===== config.mk =====
export PLATFORM = sky130hd
export DESIGN_NAME = updown_counter_param
export DESIGN_NICKNAME = d
export VERILOG_FILES = /design/src/rtl/updown_counter_param.sv
export SDC_FILE = /design/constraint.sdc
export NUM_CORES = 1
export LEC_CHECK = 0
export ABC_AREA = 1
export ABC_CLOCK_PERIOD_IN_PS = 2000
export CORE_MARGIN = 10
export CORE_UTILIZATION = 48
export DETAILED_ROUTE_END_ITERATION = 10
export GPL_TIMING_DRIVEN = 1
export PLACE_DENSITY = 0.8
export SLEW_MARGIN = 30
export SYNTH_ARGS = -nofsm -noshare
export SYNTH_HDL_FRONTEND = slang
export SYNTH_SLANG_ARGS = --single-unit

===== constraint.sdc =====
create_clock -name clk_i -period 2 [get_ports clk_i]
set_input_delay 0.4 -clock clk_i [delete_from_list [all_inputs] [get_ports clk_i]]
set_output_delay 0.4 -clock clk_i [all_outputs]
set_load 0.1 [all_outputs]

===== src/rtl/updown_counter_param.sv =====
// WIDTH-bit synchronous up/down counter with modulo limit, clamped parallel load,
// wrap or saturate at the limits, a Gray-coded view and a registered terminal-count pulse.
module updown_counter_param #(
    parameter int unsigned WIDTH    = 8,
    parameter int unsigned MAX_VAL  = 2 ** WIDTH - 1,
    parameter bit          SATURATE = 1'b0
) (
    input  logic             clk_i,
    input  logic             reset_i,
    input  logic             en_i,
    input  logic             up_dn_i,
    input  logic             load_i,
    input  logic [WIDTH-1:0] load_val_i,
    output logic [WIDTH-1:0] count_o,
    output logic [WIDTH-1:0] count_gray_o,
    output logic             tc_o
);

    localparam logic [WIDTH:0]   MaxExt = (WIDTH + 1)'(MAX_VAL);
    localparam logic [WIDTH-1:0] MaxVal = WIDTH'(MAX_VAL);

    if (WIDTH < 2) begin : g_width_chk
        $error("updown_counter_param: WIDTH must be at least 2");
    end
    if (MAX_VAL < 1 || MAX_VAL > 2 ** WIDTH - 1) begin : g_max_chk
        $error("updown_counter_param: MAX_VAL out of range for WIDTH");
    end

    logic [WIDTH-1:0] count_q, count_d;
    logic             tc_q, tc_d;

    logic [WIDTH:0] cnt_ext;
    logic [WIDTH:0] load_ext;
    logic [WIDTH:0] inc_ext;
    logic [WIDTH:0] dec_ext;
    logic [WIDTH:0] next_ext;
    logic           at_max;
    logic           at_zero;

    // Next-state arithmetic is one bit wider so the limit compare never aliases.
    assign cnt_ext  = {1'b0, count_q};
    assign load_ext = {1'b0, load_val_i};
    assign inc_ext  = cnt_ext + 1'b1;
    assign dec_ext  = cnt_ext - 1'b1;
    assign at_max   = (cnt_ext >= MaxExt);
    assign at_zero  = (count_q == '0);

    always_comb begin
        next_ext = cnt_ext;
        tc_d     = 1'b0;
        if (load_i) begin
            next_ext = (load_ext > MaxExt) ? MaxExt : load_ext;
        end else if (en_i) begin
            if (up_dn_i) begin
                tc_d     = at_max;
                next_ext = at_max ? (SATURATE ? MaxExt : '0) : inc_ext;
            end else begin
                tc_d     = at_zero;
                next_ext = at_zero ? (SATURATE ? '0 : MaxExt) : dec_ext;
            end
        end
        // Final guard keeps the register inside 0..MAX_VAL under any input.
        count_d = (next_ext > MaxExt) ? MaxVal : next_ext[WIDTH-1:0];
    end

    always_ff @(posedge clk_i) begin
        if (reset_i) begin
            count_q <= '0;
            tc_q    <= 1'b0;
        end else begin
            count_q <= count_d;
            tc_q    <= tc_d;
        end
    end

    assign count_o      = count_q;
    assign count_gray_o = count_q ^ (count_q >> 1);
    assign tc_o         = tc_q;

endmodule

==> impl_metrics.toml, run 1 <==
[grt]
grt_first_pass_wirelength_mm = 5.42
grt-ovfl-total = 0
grtUsageTotal_pct = 14.7
grt_max_degree = 12
grt_pass1_vias = 1205
antenna_found_initial = 0

[timing]
slew_headroom_pct = 78.1
finalHoldViolCount = 0
slew_viol_final = 0
fin_worst_skew_ns = 0.00562
clock.fmax_mhz = 565
rsz0062_at_grt = "false"
tns_ns = 0
fin_crit_ns = 1.77
finalSetupViolCount = 0
worstMarginPinSlew_ns = 0.327
finalCritPeriodShare_pct = 88.5

[die]
initial_utilization_pct = 49.5
die_w_microns = 67.3
fp-row-count = 17
core_sq_um = 2170
io-pin-count = 30
dieArea_sq_um = 4530
dieHeight_microns = 67.3

[placed_design]
port-buffer-count = 29
place_congestion = 0.957
hpwl_mm = 2.58

[worst_setup_path]
worstPathMaxFanout = 6
crit_slowest_cell = "dfxtp_4"
path_cells = "inv_1, ha_2, nand2_1, nor2_1, nor2_2, buf_4, nand3_1, nand2_1, nand2_1, nand3_1, a21oi_1"
reg2reg_setup_slack_ns = 0.23
rr_worst_depth = 11
start_kind = "flop"
arrival_ns = 1.96
r2r_end = "count_o[2]$_SDFF_PP0_"
endpoint_kind = "flop"
cpMostUsedCell = "nand2_1"
worstSetupPathType = "reg2reg"
r2r-start = "count_o[4]$_SDFF_PP0_"
slowest_delay_ns = 0.37
worstPathRequired_ns = 2.19
crit_family = "simple AND/OR/NAND/NOR gates"
worst-path-buf-inv = 2

[clocking]
cts-resized-gates = 0
insertion_delay_ns = 0.27
htree_levels = 1
cts_root_buf = "clkbuf_4"
path_clk_slew_ns = 0.06
cts_tree = "built"
clockBufferDepth = 2
cts_setup_buffers = 0
clock_sinks = 9
cts_buffers = 3
postCtsHoldBufs = 0

[detailed_routing]
routedWlPerCell_microns = 13.4
drcViolationCount = 0
wirelength_mm = 3.15
drt-initial-drc-count = 42
vias = 1211
avgViaCountPerCell = 5.18
firstDrtPassIters = 4
antenna_left = 0

[run_status]
status = "complete, no violations"

[logic_synthesis]
syn_nets = 202
synth_cells = 170
synth_area_sq_um = 1070
ys_ff_latch = 9
ys_seq_area_share_pct = 16.8
yosysUniqueCellTypes = 23
synth.avg_cell_area_sq_um = 6.32
yosysWarnings = 0

[hold_path]
worstHoldEndpoint = "count_o[7]$_SDFF_PP0_"
hold_start = "count_o[7]$_SDFF_PP0_"
holdPathStages = 4
min_path_type = "reg2reg"

[final_layout]
area_growth_pct = 43.4
fill_cells = 198
drive_gt1_share_pct = 23.3
finalNetCount = 239
final_common_cell = "nand2_1"
antennaDiodeCount = 0
final_cell_mix = "nand2_1, nand3_1, a21oi_1"

[power]
power_mw = 1.10
leakagePower_nw = 0.749
power_density_nw_per_um2 = 715
peakVddDrop_mv = 0.542

[flow_run]
maxCapViolations = 0
-- cells in the mapped netlist (all sizes together) --
| cell type | count | share of area (%) |
|---|---|---|
| nand2 | 60 | 21 |
| a21oi | 21 | 11 |
| nand3 | 21 | 10 |
| ha | 19 | 22 |
| inv | 19 | 6.9 |
| dfxtp | 9 | 17 |
| nor2 | 8 | 3.7 |
| buf | 3 | 2.2 |
| o21ai | 2 | 0.93 |
| xor2 | 2 | 1.6 |
| a21boi | 1 | 0.70 |
| clkbuf | 1 | 0.35 |
| nand4 | 1 | 0.58 |
| o211ai | 1 | 0.70 |
| or2 | 1 | 0.58 |
| xnor2 | 1 | 0.82 |
-- layer usage --
metal | vias to the layer above | GRT usage, % | wire (microns)
met5 | - | 0 | 0
met4 | 0 | 3.33 | 31
met3 | 6 | 3.47 | 253
met2 | 51 | 25.7 | 1500
met1 | 536 | 17.7 | 1360
li1 | 618 | - | -
-- cells by family after synthesis --
family	Yosys count	share of synthesized area [%]
simple gates	91	36.1
compound gates	25	13.2
buf+inv	23	9.43
fa+ha+maj	19	22.1
flops	9	16.8
xor+xnor	3	2.45
-- power by group --
group	internal [mW]	switching (mW)
clock	0.0771	0.0675
sequential	0.196	0.0215
combinational	0.247	0.493
total	0.520	0.582
-- metrics by stage --
step / cell area, sq um / setup slack (ns) / cells / utilization, % / hold slack [ns]
after detailed placement: 1520 / 0.235 / 230 / 69.8 / 0.600
after CTS: 1540 / 0.215 / 234 / 71.0 / 0.609
after floorplan: 1120 / -0.0657 / 170 / - / 0.541
after global placement: 1520 / 0.229 / 230 / 69.8 / 0.589
final: 1540 / 0.229 / 234 / 71.0 / 0.609
after global routing: 1540 / 0.00725 / 234 / 71.0 / 0.645
-- state kept, by name, summed over array words and instances (netlist names) --
register	flops
count_o	8
tc_o	1
-- layout make-up --
class | instances | area, sq um | share of cell area, %
clock buffers | 4 | 26.3 | 1.70
repair buffers | 36 | 388 | 25.2
well taps | 28 | 35.0 | 2.27
inverters | 19 | 73.8 | 4.79
multi-input cells | 138 | 821 | 53.2
flip-flops and latches | 9 | 198 | 12.8
-- worst reg2reg max path, cell delays in order (launching register included) --
cell and delay, ns:
dfxtp_4 0.37, inv_1 0.19, ha_2 0.23, nand2_1 0.05, nor2_1 0.20, nor2_2 0.07, buf_4 0.16, nand3_1 0.07
nand2_1 0.07, nand2_1 0.06, nand3_1 0.08, a21oi_1 0.15
-- how the worst max path moves through the flow --
stage               cells after the start                  start  slack, ns               endpoint
detailed placement                      7                   en_i       0.23  count_o[7]$_SDFF_PP0_
floorplan                               8  count_o[1]$_SDFF_PP0_      -0.07  count_o[1]$_SDFF_PP0_
finish                                 11  count_o[4]$_SDFF_PP0_       0.23  count_o[2]$_SDFF_PP0_
CTS                                    11  count_o[4]$_SDFF_PP0_       0.21  count_o[2]$_SDFF_PP0_
global placement                        7                   en_i       0.23  count_o[4]$_SDFF_PP0_
global route                            8  count_o[3]$_SDFF_PP0_      0.007  count_o[4]$_SDFF_PP0_
No activity file was read; power rests on OpenSTA's default activity.
==> run 2, diff against run 1 <==
--- a/config.mk
+++ b/config.mk
@@ -7,7 +7,7 @@
 export LEC_CHECK = 0
 export ABC_AREA = 1
 export ABC_CLOCK_PERIOD_IN_PS = 2000
-export CORE_MARGIN = 10
+export CORE_MARGIN = 2
 export CORE_UTILIZATION = 48
 export DETAILED_ROUTE_END_ITERATION = 10
 export GPL_TIMING_DRIVEN = 1
==> run 2 against run 1 <==
  * Hold slack worse by 0.018 ns
  * Largest cell class unchanged
  * Highest routed layer unchanged
  * Clock skew decreased by 0.0040 ns
  * First-iteration DRC count is 33% lower
  * Sequential share of layout area did not move
  * Global-route usage increased by 8.0 points
  * Critical path type unchanged
  * Power is 0.38% lower
  * Count of clock-buffer cells in the layout stayed put
  * Via count increased by 0.17%
==> impl_metrics.toml, run 2 (synthesized netlist as in run 1, its figures left out) <==
[die]
fp-row-count = 17
core_sq_um = 2170
die_w_microns = 51.3
io-pin-count = 30
dieHeight_microns = 51.3
dieArea_sq_um = 2630
initial_utilization_pct = 49.5

[flow_run]
maxCapViolations = 0

[worst_setup_path]
startpoint = "count_o[4]$_SDFF_PP0_"
endpoint_kind = "flop"
reg2reg_setup_slack_ns = 0.23
arrival_ns = 1.95
worstSetupPathType = "reg2reg"
start_kind = "flop"
cp-endpoint = "count_o[2]$_SDFF_PP0_"
r2r_end = "count_o[2]$_SDFF_PP0_"
r2r-start = "count_o[4]$_SDFF_PP0_"
worstPathRequired_ns = 2.18
rr_worst_depth = 11
worstPathMaxFanout = 6

[detailed_routing]
firstDrtPassIters = 4
wirelength_mm = 2.84
routedWlPerCell_microns = 12.1
vias = 1213
avgViaCountPerCell = 5.18
drcViolationCount = 0
antenna_left = 0
drt-initial-drc-count = 28

[timing]
fin_crit_ns = 1.77
finalSetupViolCount = 0
tns_ns = 0
hold_slack_ns = 0.591
slew_viol_final = 0
clock.fmax_mhz = 565
worstMarginPinSlew_ns = 0.289
fin_worst_skew_ns = 0.00163
finalCritPeriodShare_pct = 88.5
slew_headroom_pct = 80.7
finalHoldViolCount = 0
rsz0062_at_grt = "false"

[grt]
grt-ovfl-total = 0
grt_max_degree = 12
grt_first_pass_wirelength_mm = 4.62
antenna_found_initial = 0
grt_pass1_vias = 1049
grtUsageTotal_pct = 22.7

[power]
p_int_uw = 520
combPwrFrac_pct = 67.4
clockPowerShare_pct = 12.7
peakVddDrop_mv = 0.512
switchingPower_uw = 578
power_frac_seq_pct = 19.9
switching_share_pct = 52.6
leakagePower_nw = 0.749
power_density_nw_per_um2 = 712

[clocking]
clockBufferDepth = 2
cts_setup_buffers = 0
cts_buffers = 3
cts_tree = "built"
postCtsHoldBufs = 0
cts-resized-gates = 0
clock_sinks = 9
cts_root_buf = "clkbuf_4"
insertion_delay_ns = 0.26
path_clk_slew_ns = 0.06
htree_levels = 1

[final_layout]
fin_util_pct = 71.0
final_common_cell = "nand2_1"
area_growth_pct = 43.4
largest_register_ffs = 8
final_area_sq_um = 1540
antennaDiodeCount = 0
final_cell_mix = "nand2_1, nand3_1, a21oi_1"
drive_gt1_share_pct = 23.3
finalNetCount = 239
fin_cells = 234

[placed_design]
port-buffer-count = 29
place_area_sq_um = 1520
place_congestion = 0.930
place_inst = 230
hpwl_mm = 2.30

[run_status]
status = "complete, no violations"

[hold_path]
min_path_type = "reg2reg"
==> run 2: worst max-delay path, stage by stage (launching register included) <==
cell	delay, ns
dfxtp_4	0.36
inv_1	0.19
ha_2	0.24
nand2_1	0.06
nor2_1	0.19
nor2_2	0.09
buf_4	0.16
nand3_1	0.06
nand2_1	0.06
nand2_1	0.06
nand3_1	0.06
a21oi_1	0.15
==> run 2: cell type report <==
type | count | area, sq um
clock buffers | 4 | 26.3
fillers | 201 | 628
inverters | 19 | 73.8
multi-input cells | 138 | 821
flip-flops and latches | 9 | 198
well taps | 28 | 35.0
repair buffers | 36 | 388
==> run 2: per-stage QoR <==
stage	total power, mW	setup slack (ns)
final	1.10	0.229
after detailed placement	0.958	0.200
after CTS	1.10	0.247
after global routing	1.15	0.0648
after floorplan	0.750	-0.0657
after global placement	0.952	0.250
==> run 2: power groups by stage <==
| stage | logic [mW] | registers, mW | clock network, mW |
|---|---|---|---|
| 2_1_floorplan | 0.427 | 0.323 | 0 |
| 3_3_place_gp | 0.732 | 0.220 | 0 |
| 3_5_place_dp | 0.736 | 0.222 | 0 |
| 4_1_cts | 0.740 | 0.218 | 0.145 |
| 5_1_grt | 0.779 | 0.221 | 0.154 |
| 6_report | 0.740 | 0.218 | 0.140 |
==> run 2: worst min-delay path by stage <==
| stage | end | startpoint | slack (ns) | cells after the start |
|---|---|---|---|---|
| finish | count_o[7]$_SDFF_PP0_ | count_o[7]$_SDFF_PP0_ | 0.59 | 4 |
| global route | count_o[7]$_SDFF_PP0_ | count_o[7]$_SDFF_PP0_ | 0.64 | 4 |
| CTS | count_o[7]$_SDFF_PP0_ | count_o[7]$_SDFF_PP0_ | 0.60 | 4 |
| detailed placement | count_o[7]$_SDFF_PP0_ | count_o[7]$_SDFF_PP0_ | 0.59 | 4 |
| global placement | count_o[7]$_SDFF_PP0_ | count_o[7]$_SDFF_PP0_ | 0.59 | 4 |
| floorplan | count_o[0]$_SDFF_PP0_ | load_val_i[0] | 0.54 | 2 |
==> run 2: metal layers <==
layer	track usage [%]	vias up	routed length (microns)
met2	38.7	56	1330
met5	0	-	0
li1	-	617	-
met1	29.7	530	1240
met3	1.17	10	210
met4	9.65	0	51
==> run 3, diff against run 2 <==
--- a/config.mk
+++ b/config.mk
@@ -6,7 +6,6 @@
 export NUM_CORES = 1
 export LEC_CHECK = 0
 export ABC_AREA = 1
-export ABC_CLOCK_PERIOD_IN_PS = 2000
 export CORE_MARGIN = 2
 export CORE_UTILIZATION = 48
 export DETAILED_ROUTE_END_ITERATION = 10
==> results of run 3 <==
No change in the layout: final DEF, timing and power equal those of run 2.
